<file path="src/rtl/sdram_port_arbiter.sv">
// -----------------------------------------------------------------------------
// sdram_port_arbiter
//
// Shares the single Avalon-MM master port of the SDRAM controller between two
// requesters:
//   * the VGA pixel-fetch engine, which asks for fixed-length read bursts and
//     has absolute priority (a late pixel is a visible glitch), and
//   * the CPU/draw requester, which issues single Avalon reads and writes.
//
// Every read accepted by the SDRAM controller pushes a one-bit owner tag into
// a small FIFO. Read data returns in issue order, so the FIFO head always
// names the owner of the next m_readdatavalid beat. The beat is forwarded to
// that owner one cycle later.
//
// Ports
//   clk_clk, reset_reset          clock, synchronous active-high reset
//   vga_req / vga_addr / vga_gnt  burst request (level), base word address,
//                                 one-cycle grant pulse
//   vga_rdata / vga_rvalid        read data returned to the VGA engine
//   cpu_read / cpu_write / cpu_addr / cpu_wdata / cpu_be / cpu_waitrequest
//                                 Avalon-MM slave face presented to the CPU
//   cpu_rdata / cpu_rvalid        read data returned to the CPU
//   m_*                           Avalon-MM master toward the SDRAM controller
//   err_orphan                    sticky: read data arrived with no owner
// -----------------------------------------------------------------------------
module sdram_port_arbiter #(
    parameter int ADDR_W    = 24,
    parameter int DATA_W    = 16,
    parameter int BURST_LEN = 8,
    parameter int MAX_OUTST = 8
) (
    input  logic                clk_clk,
    input  logic                reset_reset,

    input  logic                vga_req,
    input  logic [ADDR_W-1:0]   vga_addr,
    output logic                vga_gnt,
    output logic [DATA_W-1:0]   vga_rdata,
    output logic                vga_rvalid,

    input  logic                cpu_read,
    input  logic                cpu_write,
    input  logic [ADDR_W-1:0]   cpu_addr,
    input  logic [DATA_W-1:0]   cpu_wdata,
    input  logic [DATA_W/8-1:0] cpu_be,
    output logic                cpu_waitrequest,
    output logic [DATA_W-1:0]   cpu_rdata,
    output logic                cpu_rvalid,

    output logic [ADDR_W-1:0]   m_address,
    output logic                m_read,
    output logic                m_write,
    output logic [DATA_W-1:0]   m_writedata,
    output logic [DATA_W/8-1:0] m_byteenable,
    input  logic                m_waitrequest,
    input  logic [DATA_W-1:0]   m_readdata,
    input  logic                m_readdatavalid,

    output logic                err_orphan
);

    localparam int BE_W  = DATA_W / 8;
    localparam int PTR_W = (MAX_OUTST > 1) ? $clog2(MAX_OUTST) : 1;
    localparam int CNT_W = $clog2(MAX_OUTST + 1);
    localparam int BC_W  = $clog2(BURST_LEN + 1);

    // A burst is only granted when its full length fits in the tag FIFO, so
    // the burst itself can never overflow it.
    localparam logic [CNT_W-1:0] VGA_LIMIT  = CNT_W'(MAX_OUTST - BURST_LEN);
    localparam logic [CNT_W-1:0] FIFO_FULL  = CNT_W'(MAX_OUTST);
    localparam logic [BC_W-1:0]  BURST_LAST = BC_W'(BURST_LEN - 1);

    localparam logic TAG_CPU = 1'b0;
    localparam logic TAG_VGA = 1'b1;

    typedef enum logic [1:0] {
        IDLE      = 2'd0,
        VGA_BURST = 2'd1,
        CPU_ACC   = 2'd2
    } state_t;

    state_t state;

    logic [BC_W-1:0]  burst_cnt;

    logic             tag_mem [MAX_OUTST];
    logic [PTR_W-1:0] wr_ptr;
    logic [PTR_W-1:0] rd_ptr;
    logic [CNT_W-1:0] tag_cnt;

    logic             m_accept_p0;
    logic             tag_push_p0;
    logic             tag_push_val_p0;
    logic             tag_pop_p0;
    logic             orphan_p0;
    logic             ret_vga_p0;
    logic             ret_cpu_p0;

    // -------------------------------------------------------------------------
    // Command stage: decisions made on the current master-port cycle
    // -------------------------------------------------------------------------
    // m_read/m_write are registered, so an accepted command is simply an
    // asserted command with waitrequest low.
    assign m_accept_p0     = (m_read | m_write) & ~m_waitrequest;
    assign tag_push_p0     = m_read & ~m_waitrequest;
    assign tag_push_val_p0 = (state == VGA_BURST) ? TAG_VGA : TAG_CPU;

    assign tag_pop_p0      = m_readdatavalid & (tag_cnt != '0);
    assign orphan_p0       = m_readdatavalid & (tag_cnt == '0);
    assign ret_vga_p0      = tag_pop_p0 & (tag_mem[rd_ptr] == TAG_VGA);
    assign ret_cpu_p0      = tag_pop_p0 & (tag_mem[rd_ptr] == TAG_CPU);

    // The CPU may only see waitrequest low in the very cycle its latched
    // command is taken by the SDRAM controller.
    assign cpu_waitrequest = ~((state == CPU_ACC) & ~m_waitrequest);

    // -------------------------------------------------------------------------
    // Arbitration FSM and master-port command registers
    // -------------------------------------------------------------------------
    always_ff @(posedge clk_clk) begin
        if (reset_reset) begin
            state        <= IDLE;
            burst_cnt    <= '0;
            vga_gnt      <= 1'b0;
            m_read       <= 1'b0;
            m_write      <= 1'b0;
            m_address    <= '0;
            m_writedata  <= '0;
            m_byteenable <= '0;
        end else begin
            vga_gnt <= 1'b0;
            case (state)
                IDLE: begin
                    if (vga_req && (tag_cnt <= VGA_LIMIT)) begin
                        vga_gnt      <= 1'b1;
                        m_read       <= 1'b1;
                        m_address    <= vga_addr;
                        m_byteenable <= {BE_W{1'b1}};
                        burst_cnt    <= '0;
                        state        <= VGA_BURST;
                    end else if (cpu_read && (tag_cnt < FIFO_FULL)) begin
                        // A read+write collision is served as a read; it also
                        // waits for tag space rather than falling back to a write.
                        m_read       <= 1'b1;
                        m_address    <= cpu_addr;
                        m_writedata  <= cpu_wdata;
                        m_byteenable <= cpu_be;
                        state        <= CPU_ACC;
                    end else if (cpu_write && !cpu_read) begin
                        m_write      <= 1'b1;
                        m_address    <= cpu_addr;
                        m_writedata  <= cpu_wdata;
                        m_byteenable <= cpu_be;
                        state        <= CPU_ACC;
                    end
                end

                VGA_BURST: begin
                    if (!m_waitrequest) begin
                        // Address increments only on acceptance so stalls never
                        // skip or repeat a word; it wraps at 2^ADDR_W naturally.
                        m_address <= m_address + 1'b1;
                        burst_cnt <= burst_cnt + 1'b1;
                        if (burst_cnt == BURST_LAST) begin
                            m_read <= 1'b0;
                            state  <= IDLE;
                        end
                    end
                end

                CPU_ACC: begin
                    if (!m_waitrequest) begin
                        m_read  <= 1'b0;
                        m_write <= 1'b0;
                        state   <= IDLE;
                    end
                end

                default: begin
                    m_read  <= 1'b0;
                    m_write <= 1'b0;
                    state   <= IDLE;
                end
            endcase
        end
    end

    // -------------------------------------------------------------------------
    // Tag FIFO: owner of every outstanding read, in issue order
    // -------------------------------------------------------------------------
    always_ff @(posedge clk_clk) begin
        if (reset_reset) begin
            wr_ptr  <= '0;
            rd_ptr  <= '0;
            tag_cnt <= '0;
        end else begin
            if (tag_push_p0) begin
                wr_ptr <= wr_ptr + 1'b1;
            end
            if (tag_pop_p0) begin
                rd_ptr <= rd_ptr + 1'b1;
            end
            case ({tag_push_p0, tag_pop_p0})
                2'b10:   tag_cnt <= tag_cnt + 1'b1;
                2'b01:   tag_cnt <= tag_cnt - 1'b1;
                default: tag_cnt <= tag_cnt;
            endcase
        end
    end

    // Tag storage holds no control state; the pointers define what is valid.
    always_ff @(posedge clk_clk) begin
        if (tag_push_p0) begin
            tag_mem[wr_ptr] <= tag_push_val_p0;
        end
    end

    // -------------------------------------------------------------------------
    // Return stage _p1: route each beat to its owner one cycle after arrival
    // -------------------------------------------------------------------------
    always_ff @(posedge clk_clk) begin
        if (reset_reset) begin
            vga_rvalid <= 1'b0;
            cpu_rvalid <= 1'b0;
            err_orphan <= 1'b0;
        end else begin
            vga_rvalid <= ret_vga_p0;
            cpu_rvalid <= ret_cpu_p0;
            if (orphan_p0) begin
                err_orphan <= 1'b1;
            end
        end
    end

    always_ff @(posedge clk_clk) begin
        if (ret_vga_p0) begin
            vga_rdata <= m_readdata;
        end
        if (ret_cpu_p0) begin
            cpu_rdata <= m_readdata;
        end
    end

endmodule

</file>
<file path="config.mk">
export PLATFORM = sky130hd
export DESIGN_NAME = sdram_port_arbiter
export DESIGN_NICKNAME = d
export VERILOG_FILES = /design/src/rtl/sdram_port_arbiter.sv
export SDC_FILE = /design/constraint.sdc
export NUM_CORES = 1
export LEC_CHECK = 0
export ABC_AREA = 1
export CAP_MARGIN = 0
export CORE_ASPECT_RATIO = 1.25
export CORE_MARGIN = 5
export CORE_UTILIZATION = 40
export DETAILED_ROUTE_END_ITERATION = 8
export DONT_BUFFER_PORTS = 1
export PLACE_DENSITY = 0.65
export SYNTH_ARGS = -nofsm -noshare
export SYNTH_HDL_FRONTEND = slang
export SYNTH_SLANG_ARGS = --single-unit
</file>
<file path="constraint.sdc">
create_clock -name clk_clk -period 1.9 [get_ports clk_clk]
set_input_delay 0.19 -clock clk_clk [delete_from_list [all_inputs] [get_ports clk_clk]]
set_output_delay 0.19 -clock clk_clk [all_outputs]
set_load 0.02 [all_outputs]
</file>
==> impl_metrics.ini <==
[layout]
final_core_util = 0.485
mostFrequentLayoutCell = nand2_1
stdcell_count = 925
n_antenna_cell = 0
n_fill_cell = 1215
design_area_um2 = 6160
seq_area_um2 = 2540
multi_input_area_um2 = 2280
syn2layout_area_growth_pct = 18.8
most-common-layout-cells = 190 x nand2_1, 134 x nor2_1, 66 x inv_1
final_layout_size_suffix_gt1_frac = 0.0898
fin_nets = 847

[power_and_ir_drop]
vdd_drop_max_uv = 1080
power_density_nw_per_um2 = 1680
leakage_nw = 2.59

[worst_setup_path]
cp_top_family = simple AND/OR/NAND/NOR gates
cp_max_fo = 16
critPathBufInv = 2
cp.arrival_ns = 1.97
startpoint_type = register
cp.required_ns = 2.14
crit_path_end_kind = register
critPathMaxStageDelay_ns = 0.35
worstPathCellList = nor2_4 -> buf_4 -> nand3_4 -> nand2_1 -> nand3_4 -> inv_2 -> o21ai_0 -> nor2_1 -> nor2_1
worstSetupPathType = reg2reg
critPathSlowestCell = dfxtp_2

[placed_design]
place_inst = 877
gp_congestion = 0.856
dp_hpwl_mm = 10.1
placed_area_um2 = 5530
io_buffer_count = 0

[clock_network]
cts_sinks = 107
htreeDepth = 3
worstSkewPairLatency_ns = 0.35
numCtsBuffers = 9
clkTransAtPathRegs_ns = 0.08
cts_tree = done
root_buffer = clkbuf_16
cts_buffer_depth = 2

[detailed_routing]
drtIter0Drc = 234
ant_nets = 0
vias = 4693
drt-wirelength-per-cell_um = 14.8
route.detailed.drc = 0
viasPerCell = 5.07
drt_wl_total_mm = 13.7
first_pass_iters = 7

[timing]
min_period_over_period = 0.910
fin_crit_ns = 1.73
worstMarginPinSlew_ns = 0.560
rsz0062_at_grt = no
finalMaxSlewViolations = 0
timing.slew.headroom = 0.626
finClkSkew_ns = 0.0122
setup_viol = 0
hold_viol_final = 0
fin_tns_setup_ns = 0
max_freq_mhz = 578

[grt]
grt_pass1_wl_mm = 21.9
grt_start_max_net_pins = 35
grt_pass1_vias = 4476
antenna_found_initial = 0
grt_use_total = 0.174
gr-total-overflow = 0

[synth]
netlist_area_um2 = 5190
seq_area_frac_synth = 0.490
yosysUniqueCellTypes = 30
synth_area_leaders = dfxtp_1 26%, edfxtp_1 23%, nand2_1 14%
netlist_instances = 697
synth_area_per_cell_um2 = 7.44
synth.net_count = 792
ys_warn_count = 0
yosys.area.top_type_share = 0.259
synth-seq-cells = 107
yosys.area.top_type = dfxtp_1

[floorplan]
initial_core_util = 0.408
rows = 46
pin_count = 170
die_area_um2 = 15400
core_area_um2 = 12700
chipHeight_um = 137
dieWidth_um = 112

[run_status]
status = complete, no violations

[min_path]
hold_path_class = in2reg

[flow_run]
max_cap_violations = 0
-- area by class of cell --
cell class                 instances  share of cell area
sequential                       107               0.413
clock inverter                     2             0.00223
timing repair buffer              65              0.0914
multi-input combinational        500               0.369
tap                              168              0.0341
clock buffer                      14              0.0481
inverter                          69              0.0420
-- state kept, by name (all words and copies together) (netlist names), 2 cells and up, named ones only --
name	flops
m_address	24
cpu_rdata	16
m_writedata	16
vga_rdata	16
tag_mem	8
burst_cnt	4
tag_cnt	4
rd_ptr	3
wr_ptr	3
m_byteenable	2
state	2
-- per-stage QoR --
step / setup WS [ns] / hold WS (ns) / power [mW]
after floorplan: 0.00972 / 0.289 / 7.16
after global placement: 0.188 / 0.262 / 8.21
after detailed placement: 0.0635 / 0.263 / 8.37
after CTS: 0.0371 / 0.000211 / 10.3
after global routing: 0.0267 / 0.0176 / 11.1
final: 0.170 / 0.00277 / 10.4
-- cells by family after synthesis --
logic type / share of synthesized area
simple gates: 0.298
compound gates: 0.110
flops: 0.490
buf+inv: 0.0728
xor+xnor: 0.0152
fa+ha+maj: 0.0145
-- what timing repair did --
action,CTS,global route
setup buffers,0,2
hold endpoints to repair,57,0
hold buffers,30,0
endpoints found under the setup margin,0,4
resized for setup,0,5
-- Yosys cell counts (all sizes together) --
cell / instances
xnor2: 2
clkbuf: 10
buf: 11
o22ai: 1
inv: 69
nand4: 2
nand3: 36
ha: 6
o31ai: 1
nor3: 2
a21oi: 50
edfxtp: 40
nor2: 142
and2: 1
dfxtp: 67
o211ai: 5
nand2: 192
xor2: 7
o21a: 1
o21ai: 52
-- power breakdown --
group          switching [mW]  leakage (nW)  internal (mW)
Combinational            2.72          1.51           1.49
Sequential               1.07         0.922           3.18
Clock                   0.802         0.153           1.09
Total                    4.59          2.59           5.76
-- worst paths after layout --
| kind | end | start | slack [ns] | cells past startpoint |
|---|---|---|---|---|
| max | m_address[10] | tag_cnt[1] | 0.17 | 9 |
| min | m_writedata[6] | cpu_wdata[6] | 0.003 | 2 |
| max reg2reg | m_address[10] | tag_cnt[1] | 0.17 | 9 |
| min reg2reg | register | rd_ptr[2] | 0.46 | 2 |
-- layer usage --
layer  vias to the layer above  GRT usage  part of all wire
met5                         -          0                 0
met4                         0     0.0568             0.015
met3                        21     0.0466             0.081
met2                       183      0.303              0.48
met1                      2152      0.209              0.42
li1                       2337          -                 -
(Power assumes the default switching activity.)
